--- src/rtl/mod_pkg.sv ---
// Shared constants and FSM encoding for the word-serial P-256 modular subtractor.
package mod_pkg;

  localparam int WIDTH_DEF  = 32;
  localparam int NLIMBS_DEF = 8;

  localparam logic [255:0] P256 =
    256'hFFFFFFFF_00000001_00000000_00000000_00000000_FFFFFFFF_FFFFFFFF_FFFFFFFF;

  typedef enum logic [1:0] {
    IDLE = 2'd0,
    SUB  = 2'd1,
    FIX  = 2'd2,
    DONE = 2'd3
  } state_t;

endpackage

--- src/rtl/mod_sub_serial_limb_addsub.sv ---
// One-limb ripple adder; inverts y when i_sub is set so a subtract is x + ~y + cin.
module limb_addsub #(
  parameter int WIDTH = 32
) (
  input  logic [WIDTH-1:0] i_x,
  input  logic [WIDTH-1:0] i_y,
  input  logic             i_cin,
  input  logic             i_sub,
  output logic [WIDTH-1:0] o_sum,
  output logic             o_cout
);

  logic [WIDTH-1:0] w_y;
  logic [WIDTH:0]   w_c;

  assign w_y    = i_sub ? ~i_y : i_y;
  assign w_c[0] = i_cin;

  for (genvar g = 0; g < WIDTH; g++) begin : g_fa
    assign o_sum[g]  = i_x[g] ^ w_y[g] ^ w_c[g];
    assign w_c[g+1]  = (i_x[g] & w_y[g]) | (i_x[g] & w_c[g]) | (w_y[g] & w_c[g]);
  end

  assign o_cout = w_c[WIDTH];

endmodule

--- src/rtl/mod_sub_serial.sv ---
// Word-serial r = (a - b) mod P: one limb per cycle, then a limb-serial add of P
// when the subtract borrows out of the top limb.
module mod_sub_serial
  import mod_pkg::*;
#(
  parameter int                        WIDTH  = WIDTH_DEF,
  parameter int                        NLIMBS = NLIMBS_DEF,
  parameter logic [NLIMBS*WIDTH-1:0]   P      = P256
) (
  input  logic                      i_clk,
  input  logic                      i_rst,
  input  logic                      i_start,
  input  logic [NLIMBS*WIDTH-1:0]   i_a,
  input  logic [NLIMBS*WIDTH-1:0]   i_b,
  output logic                      o_busy,
  output logic                      o_done,
  output logic [NLIMBS*WIDTH-1:0]   o_result,
  output state_t                    o_dbg_state
);

  localparam int IDX_W = (NLIMBS > 1) ? $clog2(NLIMBS) : 1;
  localparam logic [IDX_W-1:0] LAST_IDX = IDX_W'(NLIMBS - 1);
  localparam logic [NLIMBS-1:0][WIDTH-1:0] P_LIMBS = P;

  state_t                        r_state;
  logic [NLIMBS-1:0][WIDTH-1:0]  r_a;
  logic [NLIMBS-1:0][WIDTH-1:0]  r_b;
  logic [NLIMBS-1:0][WIDTH-1:0]  r_result;
  logic [IDX_W-1:0]              r_idx;
  // Holds the borrow during SUB and the carry during FIX.
  logic                          r_cy;
  logic                          r_busy;
  logic                          r_done;

  logic [WIDTH-1:0] w_x;
  logic [WIDTH-1:0] w_y;
  logic             w_cin;
  logic             w_sub;
  logic [WIDTH-1:0] w_sum;
  logic             w_cout;

  always_comb begin
    w_x   = r_result[r_idx];
    w_y   = P_LIMBS[r_idx];
    w_cin = r_cy;
    w_sub = 1'b0;
    if (r_state == SUB) begin
      w_x   = r_a[r_idx];
      w_y   = r_b[r_idx];
      w_cin = ~r_cy;
      w_sub = 1'b1;
    end
  end

  limb_addsub #(.WIDTH(WIDTH)) u_addsub (
    .i_x    (w_x),
    .i_y    (w_y),
    .i_cin  (w_cin),
    .i_sub  (w_sub),
    .o_sum  (w_sum),
    .o_cout (w_cout)
  );

  always_ff @(posedge i_clk) begin
    if (i_rst) begin
      r_state  <= IDLE;
      r_a      <= '0;
      r_b      <= '0;
      r_result <= '0;
      r_idx    <= '0;
      r_cy     <= 1'b0;
      r_busy   <= 1'b0;
      r_done   <= 1'b0;
    end else begin
      r_done <= 1'b0;
      case (r_state)
        IDLE: begin
          if (i_start) begin
            r_a     <= i_a;
            r_b     <= i_b;
            r_cy    <= 1'b0;
            r_idx   <= '0;
            r_busy  <= 1'b1;
            r_state <= SUB;
          end
        end
        SUB: begin
          r_result[r_idx] <= w_sum;
          r_cy            <= ~w_cout;
          if (r_idx == LAST_IDX) begin
            r_idx   <= '0;
            // A borrow out of the top limb means a < b: add P back in FIX.
            r_cy    <= 1'b0;
            r_state <= w_cout ? DONE : FIX;
          end else begin
            r_idx <= r_idx + IDX_W'(1);
          end
        end
        FIX: begin
          r_result[r_idx] <= w_sum;
          r_cy            <= w_cout;
          if (r_idx == LAST_IDX) begin
            r_idx   <= '0;
            r_cy    <= 1'b0;
            r_state <= DONE;
          end else begin
            r_idx <= r_idx + IDX_W'(1);
          end
        end
        DONE: begin
          r_done  <= 1'b1;
          r_busy  <= 1'b0;
          r_state <= IDLE;
        end
        default: r_state <= IDLE;
      endcase
    end
  end

  assign o_busy      = r_busy;
  assign o_done      = r_done;
  assign o_result    = r_result;
  assign o_dbg_state = r_state;

endmodule
--- config.mk ---
export PLATFORM = sky130hd
export DESIGN_NAME = mod_sub_serial
export DESIGN_NICKNAME = d
export VERILOG_FILES = /design/src/rtl/mod_pkg.sv /design/src/rtl/mod_sub_serial_limb_addsub.sv /design/src/rtl/mod_sub_serial.sv
export SDC_FILE = /design/constraint.sdc
export NUM_CORES = 2
export LEC_CHECK = 0
export ABC_AREA = 1
export ABC_CLOCK_PERIOD_IN_PS = 18200
export BUFFER_PORTS_ARGS = -buffer_cell sky130_fd_sc_hd__buf_2
export CORE_ASPECT_RATIO = 0.6
export CORE_MARGIN = 5
export CORE_UTILIZATION = 40
export DETAILED_ROUTE_END_ITERATION = 6
export HOLD_SLACK_MARGIN = 0.06
export PLACE_DENSITY = 0.67
export RECOVER_POWER = 100
export REMOVE_ABC_BUFFERS = 1
export SYNTH_ARGS = -nofsm -noshare
export SYNTH_HDL_FRONTEND = slang
export SYNTH_SLANG_ARGS = --single-unit
--- constraint.sdc ---
create_clock -name i_clk -period 18.2 [get_ports i_clk]
set_clock_uncertainty 0.1 [all_clocks]
set_input_delay 0.91 -clock i_clk [delete_from_list [all_inputs] [get_ports i_clk]]
set_output_delay 0.91 -clock i_clk [all_outputs]
set_load 0.005 [all_outputs]
# == Word-level counts from Yosys, hierarchy flattened ==
# Memory sizes are Yosys's and may differ from the RTL's. A register that Yosys moved wholly into a read port is not among the register bits.
# Cells that the tools add are included.
# op_classes
addsub,1
n_lt_le_gt_ge,2
eq_ne,7
muxes,32
bitwise_logic,227
reduce_logical,11
# ops
operator,count
$bmux W32 S3,3
$bwmux W256,1
$mux W32,8
$and A1 B1 Y1,96
$demux W32 S3,1
$or A1 B1 Y1,64
$xor A1 B1 Y1,64
$not A32 Y32,1
$mux W3,4
$mux W1,8
$pmux W2 S4,1
$reduce_and A2 Y1,4
$mux W2,3
$pmux W3 S2,1
$eq A2 B2 Y1 const B,2
$lt A3 B4 Y1 const B,1
$ne A2 B2 Y1 const B,2
$reduce_bool A2 Y1,2
$add A3 B1 Y3 const B,1
$eq A3 B3 Y1 const B,1
$ge A3 B1 Y1 const B,1
$pmux W1 S3,1
$reduce_and A3 Y1,1
$reduce_bool A3 Y1,1
other kinds (7),8
# totals
reg_bits,776
rom_bits,256
inputBits,515
wordCells,310
n_memories,1
# mem_list
memory,depth,width,rd,rd_ports_with_merged_regs,wr,line_no,rtl
(name not given),8,32,1,1,0,mod_sub_serial.sv:44,w_y = P_LIMBS[r_idx];

# == Logic depth before layout (Yosys ltp) ==
# depth
word_depth,104
ltp_mapped,47

# == Hierarchy ==
# Synthesis repeated with hierarchy kept, for this count alone.
# hier_totals
hier_cells,5590
area_unflattened_um2,36591.3
# by_module_without_submodules
mod,n_inst,cells_per_inst,area_each_um2,seq_area_each_um2
mod_sub_serial,1,5360,35101.2,15574.9
limb_addsub,1,230,1490.2,0.0

# == Worst setup path before layout ==
# No wires, ideal clock.
# synth_path
path_kind,flip-flop to flip-flop
from,"register r_state[1], in the netlist o_dbg_state[1]"
to,"register r_result, in the netlist o_result[127]"
setup_time_ns,0.129
arrival_time_ns,16.276
required_ns,17.971
setup_slack_ns,1.695
path_stages_with_launch,42
path_buffers,3
period_less_slack_ns,16.505
path_cell_list,dfxtp_1 -> inv_1 -> ha_1 -> clkbuf_1 -> clkbuf_1 -> nand3_1 -> nor2_1 -> nor2_1 -> fa_1 -> fa_1 -> fa_1 -> fa_1 -> fa_1 -> fa_1 -> fa_1 -> fa_1 -> fa_1 -> fa_1 -> [... 6 more ...] -> fa_1 -> fa_1 -> fa_1 -> fa_1 -> fa_1 -> fa_1 -> fa_1 -> fa_1 -> fa_1 -> fa_1 -> fa_1 -> fa_1 -> fa_1 -> fa_1 -> fa_1 -> fa_1 -> buf_1 -> a21oi_1
# synth_between
elab_chain_cells,99
# synth_lines
item,line_no,rtl
"start, declared",mod_sub_serial.sv:25,state_t r_state;
"start signal, assigned",mod_sub_serial.sv:94,r_state <= w_cout ? DONE : FIX;
$eq A2 B1 Y1,"mod_sub_serial.sv:47, mod_sub_serial.sv:76",
$mux W32,mod_sub_serial.sv:47,if (r_state == SUB) begin
$not A32 Y32,mod_sub_serial_limb_addsub.sv:16,assign w_y = i_sub ? ~i_y : i_y;
$mux W32,mod_sub_serial_limb_addsub.sv:16,
$and A1 B1 Y1,mod_sub_serial_limb_addsub.sv:21,assign w_c[g+1] = (i_x[g] & w_y[g]) | (i_x[g] & w_c[g]) | (w_y[g] & w_c[g]);
$or A1 B1 Y1 (2 in a row),mod_sub_serial_limb_addsub.sv:21,
$and A1 B1 Y1,mod_sub_serial_limb_addsub.sv:21,
$or A1 B1 Y1 (2 in a row),mod_sub_serial_limb_addsub.sv:21,
[... 78 more ...],-,
$and A1 B1 Y1,mod_sub_serial_limb_addsub.sv:21,
$or A1 B1 Y1 (2 in a row),mod_sub_serial_limb_addsub.sv:21,
$and A1 B1 Y1,mod_sub_serial_limb_addsub.sv:21,
$or A1 B1 Y1 (2 in a row),mod_sub_serial_limb_addsub.sv:21,
$and A1 B1 Y1,mod_sub_serial_limb_addsub.sv:21,
$or A1 B1 Y1 (2 in a row),mod_sub_serial_limb_addsub.sv:21,
$xor A1 B1 Y1,mod_sub_serial_limb_addsub.sv:20,assign o_sum[g] = i_x[g] ^ w_y[g] ^ w_c[g];
$bwmux W256,"mod_sub_serial.sv:88, mod_sub_serial.sv:100",
"end signal, assigned by index",mod_sub_serial.sv:88,r_result[r_idx] <= w_sum;
"end signal, assigned by index",mod_sub_serial.sv:100,r_result[r_idx] <= w_sum;
"end, declared",mod_sub_serial.sv:28,logic [NLIMBS-1:0][WIDTH-1:0] r_result;
# Parallel ways exist; a longest one is shown, timed or not.
# A chain may end at the register's enable or synchronous reset.

# == Final worst setup path ==
# layout_path
from,register r_idx[0]
to,register r_cy
# layout_between
elab_chain_cells,104
# layout_lines
item,line_no,rtl
"start, declared",mod_sub_serial.sv:29,logic [IDX_W-1:0] r_idx;
"start signal, assigned",mod_sub_serial.sv:96,r_idx <= r_idx + IDX_W'(1);
"start signal, assigned",mod_sub_serial.sv:107,r_idx <= r_idx + IDX_W'(1);
$bmux W32 S3,mod_sub_serial.sv:49,w_y = r_b[r_idx];
$mux W32 (implied by the code),mod_sub_serial.sv:49,
$mux W32,mod_sub_serial.sv:47,
$not A32 Y32,mod_sub_serial_limb_addsub.sv:16,
$mux W32,mod_sub_serial_limb_addsub.sv:16,
$and A1 B1 Y1,mod_sub_serial_limb_addsub.sv:21,
$or A1 B1 Y1 (2 in a row),mod_sub_serial_limb_addsub.sv:21,
$and A1 B1 Y1,mod_sub_serial_limb_addsub.sv:21,
[... 84 more ...],-,
$or A1 B1 Y1 (2 in a row),mod_sub_serial_limb_addsub.sv:21,
$and A1 B1 Y1,mod_sub_serial_limb_addsub.sv:21,
$or A1 B1 Y1 (2 in a row),mod_sub_serial_limb_addsub.sv:21,
$and A1 B1 Y1,mod_sub_serial_limb_addsub.sv:21,
$or A1 B1 Y1 (2 in a row),mod_sub_serial_limb_addsub.sv:21,
$not A1 Y1,mod_sub_serial.sv:89,r_cy <= ~w_cout;
$mux W1,mod_sub_serial.sv:90,if (r_idx == LAST_IDX) begin
$pmux W1 S3 *,mod_sub_serial.sv:76,case (r_state)
"end signal, assigned",mod_sub_serial.sv:89,
"end signal, assigned",mod_sub_serial.sv:101,r_cy <= w_cout;
"end, declared",mod_sub_serial.sv:31,logic r_cy;
# Mark *: on every way between the ends. The rest lies on a longest branch, timed or not. The select of a mux whose other input is x is not followed.

==> summary.md <==
| Metric | Value |
|---|---|
| Via density | `5.11` |
| DRT iter0 DRCs | `~3,200` |
| Final min period | `17.50 ns` |
| Number of clock sinks | `a little under 800` |
| RSZ-0062 raised after global routing | `false` |
| Antenna violations before repair | `8` |
| Status | `finished with violations` |
| Share of post-route cells with drive strength above 1 | `about an eighth` |
| CP max FO | `64` |
| Dpl hpwl | `roughly 98 mm` |
| DR WL/cell | `20.0 µm` |
| I/O pin count | `775` |
| Register area share after synthesis | `approximately 44%` |
| Slowest CP cell | `buf_4` |
| MaxCap Viol Count | `10` |
| First-pass GRT wire length | `about 200 mm` |
| CP arrival | `17.98 ns` |
| Chip height | `240 µm` |
| DRT antenna net count | `0` |
| I/O Buffers | `just under 800` |
| Clock latency on the worst-skew pair | `0.67 ns` |
| Row count | `84` |
| Critical path's largest stage delay | `between 0.6 and 0.7 ns` |
| Starting Density | `approximately two fifths` |
| Crit share post-route | `~96%` |
| YS warnings | `0` |
| Distinct cell type count after synthesis | `21` |
| Register bit total from synthesis | `slightly below 800` |
| Final Setup Violations | `0` |
| Grt ovf | `0` |
| Core area | `slightly below 90,000 µm²` |
| Vias in the first global route | `roughly 33,000` |
| Final Net Count | `6,365` |
| Fin. Hold Viols | `0` |
| Clock buffer count from CTS | `just under 80` |
| Routed WL | `~140 mm` |
| CTS H-Tree Depth | `3` |
| Hold_ws | `0.351 ns` |
| Fmax | `57.1 MHz` |
| Global-route usage over all layers | `28.5%` |
| First-pass detailed-route iteration total | `6` |
| Type of origin of the critical path | `register` |
| Synth Area per Inst | `6.62 µm²` |
| Largest net degree at the start of global routing | `285` |
| Filler cell count | `9,138` |
| Most frequent cells in the layout | `nand2_1 (1,346), o21ai_0 (794), nor2_1 (791)` |
| Post-CTS Hold Fix Bufs | `0` |
| Commonest non-fill, non-tap cell in the layout | `nand2_1` |
| DR vias | `35,900` |
| Post-synthesis cell count | `5,306` |
| Top post-synthesis cells by area | `dfxtp_1 (44%), nand2_1 (14%), o21ai_0 (11%)` |
| GP Congestion | `0.860` |
| Bufs on Longest Clock Path | `3` |
| CTS root buffer | `clkbuf_16` |
| Syn Std Cell Area | `35,100 µm²` |
| Max IR drop VDD | `0.104 mV` |
| Pwr per Cell Area | `approximately 150 nW/µm²` |
| CTS tree | `done` |
| Worst min path class | `register to register` |
| Crit path kind | `register to register` |
| Slew Limit Fails | `1,360` |
| Most frequent CP cell | `fa_1` |
| Synth area leader | `dfxtp_1` |
| Worst rel slew slack | `-484%` |
| Synthesis-to-finish area growth | `18.9%` |
| Setup TNS | `0 ns` |
| Post-route DRC | `0` |
| Top-area cell type share of the netlist area | `44.3%` |
| CP endpoint kind | `register` |
| Die W | `393 µm` |
| Required @ worst endpoint | `~19 ns` |
| Die area | `94,000 µm²` |
| Worst slew pin tran | `8.75 ns` |
| CTS clock-pin slew for the worst setup and hold paths | `about 0.070 ns` |
| Failing checks | `capacitance limit, slew limit` |
| Leak | `0.0191 µW` |
layout make-up:
type | count | area (µm²) | area share [%]
multi-input cells | 3669 | 16400 | 39.2
flip-flops and latches | 778 | 15600 | 37.3
repair buffers | 841 | 4060 | 9.73
clock buffers | 107 | 2290 | 5.50
inverters | 445 | 1680 | 4.03
well taps | 1161 | 1450 | 3.48
clock inverters | 21 | 290 | 0.695
diodes | 4 | 10.0 | 0.0240
routing by layer:
metal / GRT usage (%) / wire length (µm) / up-vias
met1: 38.0 / 60600 / 16600
met4: 10.6 / 5580 / 4
met3: 8.12 / 13000 / 263
li1: - / - / 17700
met2: 44.0 / 61600 / 1352
met5: 0 / 21 / -
timing repair:
| item | 4_1_cts | 5_1_grt |
|---|---|---|
| gates resized for setup | 0 | 4 |
| setup endpoints to repair | 0 | 10 |
| buffers inserted | 0 | 9 |
flip-flops by register name, summed over array words and instances (netlist names), named ones only:
register	cells
r_b	256
r_a	256
o_dbg_state	2
o_done	1
r_cy	1
o_result	256
o_busy	1
r_idx	3
worst paths after layout:
check / start / to / slack, ns / cells past startpoint
worst max-delay path: r_idx[0]$_SDFFE_PP0P_ / r_cy$_SDFFE_PP0P_ / 0.70 / 42
worst min-delay path: r_b[199]$_SDFFE_PP0P_ / r_b[199]$_SDFFE_PP0P_ / 0.35 / 2
worst max register to register: r_idx[0]$_SDFFE_PP0P_ / r_cy$_SDFFE_PP0P_ / 0.70 / 42
worst min register to register: r_b[199]$_SDFFE_PP0P_ / r_b[199]$_SDFFE_PP0P_ / 0.35 / 2
kinds of logic (layout without fill, tap and decap cells):
family / after synthesis / count (layout) / synth area share, %
DFF: 778 / 778 / 44.3
AOI/OAI and AO/OA: 1285 / 1285 / 18.4
xor gates and xnor gates: 1 / 1 / 0.0249
and+or+nand+nor: 2345 / 2345 / 25.9
adders and majority gates: 38 / 38 / 2.04
buffers and inverters: 859 / 1414 / 9.31
other: 0 / 4 / 0
power by group:
group | switching, µW | internal, µW | leakage [µW]
sequential | 178 | 2060 | 0.00639
combinational | 1720 | 767 | 0.0114
clock | 706 | 975 | 0.00128
total | 2600 | 3800 | 0.0191
metrics by stage:
stage                     util (%)  worst slack [ns]  std cells  area (µm²)  power (µW)
final                         47.8             0.699       7026       41700        6400
after CTS                     48.1             0.219       7013       42000        6350
after global routing          47.8           0.00201       7023       41700        6790
after detailed placement      45.2             0.325       6885       39500        4670
after floorplan                  -            -12.28       4892       33500        3900
after global placement        45.2             0.584       6885       39500        4630
critical path, delay by kind of cell (launching register included):
kind	cells	cell delay, ns
adder cells (fa/ha/maj)	31	15.07
AND/OR/NAND/NOR	7	0.56
flip-flops	1	0.57
buffers and inverters	2	0.69
AO/OA/AOI/OAI	2	0.32
cells in the mapped netlist:
cell type and number:
nand2_1 1348, nor2_1 794, o21ai_0 788, dfxtp_1 778
a21oi_1 468, inv_1 438, clkbuf_1 317, nand3_1 175
buf_1 60, buf_2 37, fa_1 32, o21ai_1 15
o211ai_1 14, or2_2 11, nor2_2 9, ha_1 6
nor3_1 6, inv_2 5, clkinv_1 2, nand4_1 2
xnor2_1 1
Power figures use the tool's default switching activity.
